File: src/rtl/tnoc_output_port_arbiter_pkg.sv
// Shared types and the round-robin helper for the output-port arbiter.
// Pure declarations: no state, no latency, no flow control of its own.
package tnoc_output_port_arbiter_pkg;

   localparam int RR_MAX   = 16;
   localparam int RR_IDX_W = 4;

   typedef enum logic {
      ARB_IDLE   = 1'b0,
      ARB_LOCKED = 1'b1
   } e_arbiter_state;

   // One-hot pick among the low n bits of req, searching from (last+1) mod n upward.
   function automatic logic [RR_MAX-1:0] round_robin_select(
      input logic [RR_MAX-1:0]   req,
      input logic [RR_IDX_W-1:0] last,
      input int                  n
   );
      logic [RR_MAX-1:0] sel;
      logic              found;
      int                idx;
      sel   = '0;
      found = 1'b0;
      idx   = 0;
      for (int i = 1; i <= RR_MAX; i++) begin
         if (i <= n) begin
            idx = (int'(last) + i) % n;
            if (!found && req[idx[RR_IDX_W-1:0]]) begin
               sel[idx[RR_IDX_W-1:0]] = 1'b1;
               found = 1'b1;
            end
         end
      end
      return sel;
   endfunction

endpackage

File: src/rtl/tnoc_output_port_arbiter_if.sv
// Request/grant bundle between the input ports' route selectors and one output-port arbiter.
// Build option TNOC_PORT_ARBITER_WATCHDOG_EN adds the sticky watchdog flag.
interface tnoc_output_port_arbiter_if #(
   parameter int CHANNELS   = 2,
   parameter int REQUESTERS = 5
);
   logic [CHANNELS*REQUESTERS-1:0] i_request;
   logic [CHANNELS*REQUESTERS-1:0] i_free;
   logic [CHANNELS*REQUESTERS-1:0] i_start_of_packet;
   logic [CHANNELS*REQUESTERS-1:0] i_end_of_packet;
   logic [CHANNELS-1:0]            i_vc_available;
   logic [CHANNELS*REQUESTERS-1:0] o_grant;
   logic [CHANNELS-1:0]            o_vc_grant;
`ifdef TNOC_PORT_ARBITER_WATCHDOG_EN
   logic                           o_watchdog_error;
`endif

   modport master (
      output i_request,
      output i_free,
      output i_start_of_packet,
`ifdef TNOC_PORT_ARBITER_WATCHDOG_EN
      input  o_watchdog_error,
`endif
      output i_end_of_packet,
      output i_vc_available,
      input  o_grant,
      input  o_vc_grant
   );

   modport slave (
      input  i_request,
      input  i_free,
      input  i_start_of_packet,
`ifdef TNOC_PORT_ARBITER_WATCHDOG_EN
      output o_watchdog_error,
`endif
      input  i_end_of_packet,
      input  i_vc_available,
      output o_grant,
      output o_vc_grant
   );
endinterface

File: src/rtl/tnoc_vc_lock_arbiter.sv
// One VC's packet lock: round-robin winner among heads, held until the owner's tail; grant 1 cycle after head.
// Never stalls requesters; non-owners simply wait. Build option TNOC_PORT_ARBITER_WATCHDOG_EN adds the idle-lock watchdog.
module tnoc_vc_lock_arbiter
   import tnoc_output_port_arbiter_pkg::*;
#(
`ifdef TNOC_PORT_ARBITER_WATCHDOG_EN
   parameter int WATCHDOG_CYCLES = 1024,
`endif
   parameter int REQUESTERS = 5
) (
   input  logic                  clk,
   input  logic                  rst,
   input  logic [REQUESTERS-1:0] i_request,
`ifdef TNOC_PORT_ARBITER_WATCHDOG_EN
   input  logic [REQUESTERS-1:0] i_free,
   output logic                  o_watchdog_error,
`endif
   input  logic [REQUESTERS-1:0] i_start_of_packet,
   input  logic [REQUESTERS-1:0] i_end_of_packet,
   output logic [REQUESTERS-1:0] o_grant,
   output logic                  o_owner_request
);

   e_arbiter_state        r_state;
   e_arbiter_state        w_state_next;
   logic [REQUESTERS-1:0] r_grant;
   logic [RR_IDX_W-1:0]   r_last;
   logic [REQUESTERS-1:0] w_head;
   logic [REQUESTERS-1:0] w_winner;
   logic [RR_IDX_W-1:0]   w_winner_idx;
   logic [RR_MAX-1:0]     w_rr;
   logic                  w_owner_end;

   assign w_head      = i_request & i_start_of_packet;
   assign w_owner_end = |(r_grant & i_end_of_packet);
   assign w_rr        = round_robin_select(RR_MAX'(w_head), r_last, REQUESTERS);
   assign w_winner    = w_rr[REQUESTERS-1:0];

   always_comb begin
      w_winner_idx = '0;
      for (int i = 0; i < RR_MAX; i++) begin
         if (w_rr[i]) w_winner_idx = RR_IDX_W'(i);
      end
   end

   always_ff @(posedge clk) begin
      if (rst) begin
         r_state <= ARB_IDLE;
         r_grant <= '0;
         r_last  <= RR_IDX_W'(REQUESTERS - 1);
      end else begin
         r_state <= w_state_next;
         if (r_state == ARB_IDLE && |w_head) begin
            r_grant <= w_winner;
            r_last  <= w_winner_idx;
         end else if (r_state == ARB_LOCKED && w_owner_end) begin
            r_grant <= '0;
         end
      end
   end

   // While locked only the owner's tail matters, so a same-cycle tail+head from it releases first.
   always_comb begin
      w_state_next = r_state;
      case (r_state)
         ARB_IDLE:   if (|w_head)     w_state_next = ARB_LOCKED;
         ARB_LOCKED: if (w_owner_end) w_state_next = ARB_IDLE;
      endcase
   end

   always_comb begin
      o_grant         = r_grant;
      o_owner_request = (r_state == ARB_LOCKED) && |(r_grant & i_request);
   end

`ifdef TNOC_PORT_ARBITER_WATCHDOG_EN
   localparam int WD_W = (WATCHDOG_CYCLES > 2) ? $clog2(WATCHDOG_CYCLES) : 1;

   logic [WD_W-1:0] r_wd_count;
   logic            r_wd_error;
   logic            w_owner_free;

   assign w_owner_free = |(r_grant & i_free);

   // Counter saturates at the limit; the flag only reports, the lock stays in place.
   always_ff @(posedge clk) begin
      if (rst) begin
         r_wd_count <= '0;
         r_wd_error <= 1'b0;
      end else begin
         if (r_state == ARB_IDLE || w_owner_free) begin
            r_wd_count <= '0;
         end else if (r_wd_count != WD_W'(WATCHDOG_CYCLES - 1)) begin
            r_wd_count <= r_wd_count + WD_W'(1);
         end
         if (r_wd_count == WD_W'(WATCHDOG_CYCLES - 1)) r_wd_error <= 1'b1;
      end
   end

   assign o_watchdog_error = r_wd_error;
`endif

endmodule

File: src/rtl/tnoc_output_port_arbiter.sv
// Output-port owner: per-VC packet locks (grant 1 cycle after head) plus combinational lowest-VC flit select.
// A VC drives the port only when its owner requests and i_vc_available is high. Build option TNOC_PORT_ARBITER_WATCHDOG_EN.
module tnoc_output_port_arbiter
   import tnoc_output_port_arbiter_pkg::*;
#(
`ifdef TNOC_PORT_ARBITER_WATCHDOG_EN
   parameter int WATCHDOG_CYCLES = 1024,
`endif
   parameter int CHANNELS   = 2,
   parameter int REQUESTERS = 5
) (
   input  logic                       clk,
   input  logic                       rst,
   tnoc_output_port_arbiter_if.slave  port_if
);

   localparam int N = CHANNELS * REQUESTERS;

   logic [N-1:0]        w_grant;
   logic [CHANNELS-1:0] w_owner_request;
   logic [CHANNELS-1:0] w_candidate;
   logic [CHANNELS-1:0] w_vc_grant;
`ifdef TNOC_PORT_ARBITER_WATCHDOG_EN
   logic [CHANNELS-1:0] w_watchdog_error;
`endif

   for (genvar c = 0; c < CHANNELS; c++) begin : g_vc
      tnoc_vc_lock_arbiter #(
`ifdef TNOC_PORT_ARBITER_WATCHDOG_EN
         .WATCHDOG_CYCLES (WATCHDOG_CYCLES),
`endif
         .REQUESTERS      (REQUESTERS)
      ) u_lock (
         .clk               (clk),
         .rst               (rst),
         .i_request         (port_if.i_request[c*REQUESTERS +: REQUESTERS]),
`ifdef TNOC_PORT_ARBITER_WATCHDOG_EN
         .i_free            (port_if.i_free[c*REQUESTERS +: REQUESTERS]),
         .o_watchdog_error  (w_watchdog_error[c]),
`endif
         .i_start_of_packet (port_if.i_start_of_packet[c*REQUESTERS +: REQUESTERS]),
         .i_end_of_packet   (port_if.i_end_of_packet[c*REQUESTERS +: REQUESTERS]),
         .o_grant           (w_grant[c*REQUESTERS +: REQUESTERS]),
         .o_owner_request   (w_owner_request[c])
      );
   end

   assign w_candidate = w_owner_request & port_if.i_vc_available;

   // Descending scan so the lowest candidate index is the one left standing.
   always_comb begin
      w_vc_grant = '0;
      for (int c = CHANNELS - 1; c >= 0; c--) begin
         if (w_candidate[c]) begin
            w_vc_grant    = '0;
            w_vc_grant[c] = 1'b1;
         end
      end
   end

   assign port_if.o_grant    = w_grant;
   assign port_if.o_vc_grant = w_vc_grant;
`ifdef TNOC_PORT_ARBITER_WATCHDOG_EN
   assign port_if.o_watchdog_error = |w_watchdog_error;
`endif

endmodule

File: src/flat_wrapper.sv
// flat-port wrapper written by rule: the top's interface ports become plain ports
module tnoc_output_port_arbiter_flat import tnoc_output_port_arbiter_pkg::*;
#(

   parameter int CHANNELS   = 2,
   parameter int REQUESTERS = 5
)
  (clk, rst, port_if_i_request, port_if_i_free, port_if_i_start_of_packet, port_if_i_end_of_packet, port_if_i_vc_available, port_if_o_grant, port_if_o_vc_grant);
  tnoc_output_port_arbiter_if #(.CHANNELS(CHANNELS), .REQUESTERS(REQUESTERS)) port_if_i ();
  input  logic clk;
  input  logic rst;
  input wire logic [$bits(port_if_i.i_request)-1:0] port_if_i_request;
  input wire logic [$bits(port_if_i.i_free)-1:0] port_if_i_free;
  input wire logic [$bits(port_if_i.i_start_of_packet)-1:0] port_if_i_start_of_packet;
  input wire logic [$bits(port_if_i.i_end_of_packet)-1:0] port_if_i_end_of_packet;
  input wire logic [$bits(port_if_i.i_vc_available)-1:0] port_if_i_vc_available;
  output wire logic [$bits(port_if_i.o_grant)-1:0] port_if_o_grant;
  output wire logic [$bits(port_if_i.o_vc_grant)-1:0] port_if_o_vc_grant;
  assign port_if_i.i_request = port_if_i_request;
  assign port_if_i.i_free = port_if_i_free;
  assign port_if_i.i_start_of_packet = port_if_i_start_of_packet;
  assign port_if_i.i_end_of_packet = port_if_i_end_of_packet;
  assign port_if_i.i_vc_available = port_if_i_vc_available;
  assign port_if_o_grant = port_if_i.o_grant;
  assign port_if_o_vc_grant = port_if_i.o_vc_grant;
  tnoc_output_port_arbiter #(.CHANNELS(CHANNELS), .REQUESTERS(REQUESTERS)) u_core (.clk(clk), .rst(rst), .port_if(port_if_i));
endmodule
File: config.mk
export PLATFORM = sky130hd
export DESIGN_NAME = tnoc_output_port_arbiter_flat
export DESIGN_NICKNAME = d
export VERILOG_FILES = /design/src/rtl/tnoc_output_port_arbiter_pkg.sv /design/src/rtl/tnoc_output_port_arbiter_if.sv /design/src/rtl/tnoc_vc_lock_arbiter.sv /design/src/rtl/tnoc_output_port_arbiter.sv /design/src/flat_wrapper.sv
export SDC_FILE = /design/constraint.sdc
export NUM_CORES = 1
export LEC_CHECK = 0
export ABC_AREA = 0
export BUFFER_PORTS_ARGS = -buffer_cell sky130_fd_sc_hd__buf_2
export CORE_MARGIN = 1
export CORE_UTILIZATION = 45
export CTS_CLUSTER_SIZE = 10
export DETAILED_ROUTE_END_ITERATION = 16
export PLACE_DENSITY = 0.62
export SLEW_MARGIN = 10
export SYNTH_ARGS = -nofsm -noshare
export SYNTH_HDL_FRONTEND = slang
export SYNTH_HIERARCHICAL = 1
export SYNTH_SLANG_ARGS = --single-unit
File: constraint.sdc
create_clock -name clk -period 20.8 [get_ports clk]
set_clock_uncertainty 0.1 [all_clocks]
set_input_delay 4.16 -clock clk [delete_from_list [all_inputs] [get_ports clk]]
set_output_delay 4.16 -clock clk [all_outputs]
set_load 0.01 [all_outputs]
Word level (Yosys, flattened, before mapping). Cells that the tools add are included.

Bits in registers: 20. Input bits: 44. Output and inout bits: 12. Logic and storage cells: 203.

Add/sub/neg operators: 10. Divide/modulo/power cells: 10. Order comparisons: 20. Mux-type cells: 100. Bitwise operators: 17. Reduce and logical (&&, ||, !) cells: 40.

Operator list (number): 32-bit by 4-bit remainder unit with 32-bit output, second input constant (10); 16-bit two-way mux (10); 16-bit OR (8); 4-bit two-way mux (28); 4-bit by 5-bit < comparator with 1-bit output, second input constant (10); 1-bit binary-select mux with 4-bit select (10); 1-bit demux with 4-bit select (10); 4-bit by 1-bit greater-or-equal comparator with 1-bit output, second input constant (10); 1-bit two-way mux (34); 5-bit AND (6); 5-bit OR reduction (6); 1-bit logical AND (24); 4-bit by 2-bit adder with 5-bit output, second input constant (4); 4-bit by 3-bit adder with 5-bit output, second input constant (4); 5-bit two-way mux (4); 4-bit by 1-bit adder with 5-bit output, second input constant (2); 1-bit zero test (8); 2-bit two-way mux (2); 1-bit case mux with 2 select lines (2); 2-bit nonzero test (2); 2-bit AND (1); 1-bit inverter (2).

Longest topological paths before layout.
Depth in word-level cells: 32. Depth in mapped cells: 30. Gate-level depth less buffers: 26.

By module. Netlist, hierarchy kept.

By module, submodules not included: tnoc_vc_lock_arbiter (u_core.g_vc[1].u_lock) (times used 1, cells an instance 608, area each 4426.7 µm², seq. area each 200.2 µm²); tnoc_vc_lock_arbiter (u_core.g_vc[0].u_lock) (times used 1, cells an instance 583, area each 4144.0 µm², seq. area each 200.2 µm²); tnoc_output_port_arbiter (times used 1, cells an instance 3, area each 18.8 µm², seq. area each 0.0 µm²).

Least setup slack after synthesis. No wires, ideal clock.

Path type: input to output. Start: in port_if_i_request[0]. End: out port_if_o_vc_grant[1]. Arrival time: 4.889 ns. Data required time: 16.540 ns. Slack: 11.651 ns. Stages on the path: 4. Buffers on the path: 0. Path through: a222oi_1 a21boi_0 and2_4 nor2_2.

Word-level cells in the longest chain between the ends: 5.

Ends and longest elaborated chain: start, declared (line flat_wrapper.sv:12) `input wire logic [$bits(port_if_i.i_request)-1:0] port_if_i_request;`; 5-bit AND (line tnoc_vc_lock_arbiter.sv:73) `o_owner_request = (r_state == ARB_LOCKED) && |(r_grant & i_request);`; 5-bit OR reduction (line tnoc_vc_lock_arbiter.sv:73); 1-bit logical AND (line tnoc_vc_lock_arbiter.sv:73); net u_core.w_owner_request[0] (line tnoc_output_port_arbiter.sv:20) `logic [CHANNELS-1:0] w_owner_request;`; 2-bit AND (line tnoc_output_port_arbiter.sv:48) `assign w_candidate = w_owner_request & port_if.i_vc_available;`; 2-bit two-way mux (line tnoc_output_port_arbiter.sv:54) `if (w_candidate[c]) begin`; end, declared (line flat_wrapper.sv:18) `output wire logic [$bits(port_if_i.o_vc_grant)-1:0] port_if_o_vc_grant;`.

The timed path passes the listed nets, and every way through them passes these cells.

Worst setup path after layout.
Start: in port_if_i_request[5]. End: out port_if_o_vc_grant[1].

Word-level cells in the longest chain between the ends: 6.

Ends and longest elaborated chain (line): 5-bit AND (tnoc_vc_lock_arbiter.sv:73); 5-bit OR reduction (tnoc_vc_lock_arbiter.sv:73); 1-bit logical AND (tnoc_vc_lock_arbiter.sv:73); net u_core.w_owner_request[1] (tnoc_output_port_arbiter.sv:20); 2-bit AND (tnoc_output_port_arbiter.sv:48); 2-bit two-way mux (2 in a row) (tnoc_output_port_arbiter.sv:54).

The timed path passes the listed nets, and every way through them passes these cells.

==> results by group <==
Run status
  – Run status: finished, final reports clean

Pwr
  – Share of total power in sequential cells: 0.043
  – Cell Int Power: 648 uW
  – Switching Power: 935 uW
  – Leak pwr: 0.00361 uW
  – Worst IR drop on VDD: 0.114 mV
  – Power density relative to cell area: 177 nW/um2
  – Share of power burned in the clock network: 0.025
  – Switching portion of total power: 0.591
  – Relative contribution of combinational cells to total power: 0.932

STA
  – Fin crit period: 9.47 ns
  – Final-report max-slew violation count: 0
  – Total Neg Setup Slack: 0 ns
  – RSZ-0062 raised after global routing: no
  – Share of the clock period used by the worst path after layout: 0.455
  – Final count of hold timing violations: 0
  – Worst max-slew margin expressed relative to the limit: 0.366
  – Final count of negative-setup-slack endpoints: 0
  – Final critical-path setup slack: 11.33 ns
  – FMAX: 0.106 GHz
  – Least-Margin Pin Slew: 0.942 ns

Critical path
  – Setup crit start kind: input pin
  – Slowest stage cell, crit path: a222oi_1
  – Largest driver fanout on the critical path: 3
  – CP Data Arrival Time: 5.21 ns
  – Endpoint class of the critical path: primary output
  – Crit Reg-Reg Startpoint: u_core/g_vc[1].u_lock/r_last[2]
  – Worst Path Class, Setup: input pin to primary output
  – Delay of the slowest critical-path stage: 0.43 ns
  – Crit path top cell by count: buf_2
  – Critical Path Source: port_if_i_request[5]
  – CP cell instances: buf_2 > a222oi_1 > a21boi_0 > nand2_1 > nor2_2 > buf_2
  – CP required: 16.54 ns
  – Reg2Reg Depth: 25

GRT
  – Busiest layer in global routing: met1
  – First-pass GRT wire length: 41,100 um
  – Met1 Track Usage GR: 0.398
  – Antenna violations before repair: 0
  – Via count of the first global-routing pass: 8,048
  – Total overflow reported by the global router: 0
  – GRT met3 Usage: 0.0198
  – Maximum number of pins on one net before global-route repair: 60
  – Met2 Track Usage GR: 0.368
  – Total routing resource utilization after global routing: 0.251

Floorplanning
  – Initial core utilization: 0.459
  – Die height: 140 um
  – Area of the die: 19,600 um2
  – Horiz. Die Dim: 140 um
  – I/O pins: 56
  – Cell Rows: 50
  – Floorplan Core Area: 18,700 um2

Routing
  – DR iter-0 viols: 833
  – Residual DRC count: 0
  – Via count of the routed design: 9,234
  – 1st-pass router iterations: 5
  – Post-DRT Antenna Nets: 0
  – Post-detailed-route via-to-cell ratio: 6.48
  – Average wire per standard cell: 17.8 um
  – Final routed wirelength across all metal layers: 25,300 um

Placement
  – Final HPWL from detailed placement: 19,200 um
  – IO buf count: 45
  – Worst setup timing slack at the placement stage: 11.37 ns
  – Area after detailed placement: 8880 um2
  – Last weighted congestion value of the routability-driven placer: 0.918

Layout
  – N_diodes: 0
  – Area of all placed cells without fillers: 8950 um2
  – Layout-stage area growth over the synthesis result: 4.25%
  – Nets: 1,327
  – Proportion of layout cells with a drive suffix above 1: 0.120

Synth
  – Net count after synthesis: 1,328
  – Cell with the most instances after synthesis: nand2_1
  – Share of the synthesized area in the top cell type: 0.131
  – Yosys top cell by area: ha_1
  – Syn avg cell area: 7.19 um2
  – Synth top cells by count: nand2_1, ha_1, nor2_1
  – Netlist area before placement: 8590 um2
  – Number of warnings reported in the yosys synthesis log: 6
  – Share of the yosys chip area belonging to registers: 0.0466
  – Proportion of synthesized flip-flops having asynchronous set or reset: 0
  – Flip-flop cell with the highest count after synthesis: dfxtp_1
  – Cell count after synthesis: 1,194
  – Number of synthesized flops with an enable pin: 0
  – Flop and latch count out of synthesis: 20
  – Count of different cell masters after synthesis: 117
  – Most area-consuming cells after synthesis: ha_1, nand2_1, dfxtp_1, a21oi_1, nor2_1

Worst hold path
  – Worst hold path class: flip-flop to flip-flop
  – Source of the worst hold timing path: u_core/g_vc[0].u_lock/o_grant[1]
  – Hold Path Depth: 2

Clock tree
  – Clock tree sinks: 20
  – Root cell of the clock tree: clkbuf_16
  – Clock transition at the registers of the reported paths: 0.06 ns
  – Post-CTS Resized: 0
  – Number of buffers between clock root and the deepest sink: 2
  – TritonCTS clock tree: yes
  – Number of clock buffers inserted by TritonCTS: 3
  – Postcts setup bufs: 0
  – Number of hold buffers added after cts: 0
  – H-tree depth: 1
  – Clock latency reported for the late side of the worst-skew pair: 0.25 ns

Flow run
  – Maxcap violations: 0
registers in the layout (all words and copies together), names as in the netlist:
| name | count |
|---|---|
| u_core/g_vc.u_lock/r_last | 8 |
| u_core/g_vc.u_lock/r_state | 2 |
| u_core/g_vc.u_lock/o_grant | 10 |
path summary, 6_finish.rpt:
check / end / slack (ns)
worst max-delay path: port_if_o_vc_grant[1] / 11.33
worst min-delay path: u_core/g_vc[0].u_lock/o_grant[1] / 0.40
worst max register to register: u_core/g_vc[1].u_lock/r_last[0] / 13.57
worst min register to register: u_core/g_vc[0].u_lock/o_grant[1] / 0.40
layout make-up:
class | instances | area [um2]
inverters | 73 | 274
flip-flops and latches | 20 | 403
clock buffers | 3 | 75.1
repair buffers | 56 | 308
multi-input cells | 1039 | 7600
fillers | 1874 | 9750
well taps | 234 | 293
kinds of logic after synthesis:
| kind of cell | after synthesis | share of synthesized area |
|---|---|---|
| simple gates | 445 | 0.274 |
| compound gates | 424 | 0.375 |
| buf+inv | 135 | 0.0683 |
| fa+ha+maj | 90 | 0.131 |
| mux | 49 | 0.0720 |
| xor+xnor | 31 | 0.0334 |
| flops | 20 | 0.0466 |
cells in the final DEF (no fill, tap or decap), drive strengths merged, types with 10 or more instances in the layout:
cell type and n:
nand2 112, nor2 93, ha 90, a21oi 84, inv 69, o21ai 62
buf 56, nand3 32, mux2i 32, nand2b 30, nor3 29, a31oi 27
a211oi 26, xnor2 25, nor2b 21, and2 21, o211ai 20, dfxtp 20
a21o 17, o31ai 17, o21a 15, nand4 14, a211o 13, or3 13
nand3b 13, nor3b 12, a22oi 11, o22ai 11, a2111oi 11, and3b 10
and3 10, or2 10
routing by layer:
| metal | vias up | part of all wire |
|---|---|---|
| li1 | 4542 | - |
| met1 | 4376 | 0.52 |
| met2 | 304 | 0.41 |
| met3 | 12 | 0.064 |
| met4 | 0 | 0.0066 |
| met5 | - | 0 |
power by group through the flow:
| stage | clock [uW] | combinational [uW] | sequential (uW) |
|---|---|---|---|
| 3_3_place_gp | 0 | 1420 | 67.3 |
| 4_1_cts | 40.2 | 1450 | 67.4 |
| 3_5_place_dp | 0 | 1440 | 68.1 |
| 6_report | 39.6 | 1480 | 67.9 |
| 5_1_grt | 42.0 | 1630 | 69.7 |
| 2_1_floorplan | 0 | 1150 | 75.6 |
critical path: cells and delay by family:
kind,cells,cell delay (ns)
compound gates,2,0.59
buf+inv,2,0.24
simple gates,2,0.22
per-stage QoR:
stage	hold slack, ns	total power (uW)	instances	utilization
after floorplan	0.395	1220	1194	-
after global placement	0.379	1490	1422	0.475
after detailed placement	0.385	1510	1422	0.475
after CTS	0.401	1560	1425	0.479
after global routing	0.431	1740	1425	0.479
final	0.397	1580	1425	0.479
No activity file was read; power rests on OpenSTA's default activity.
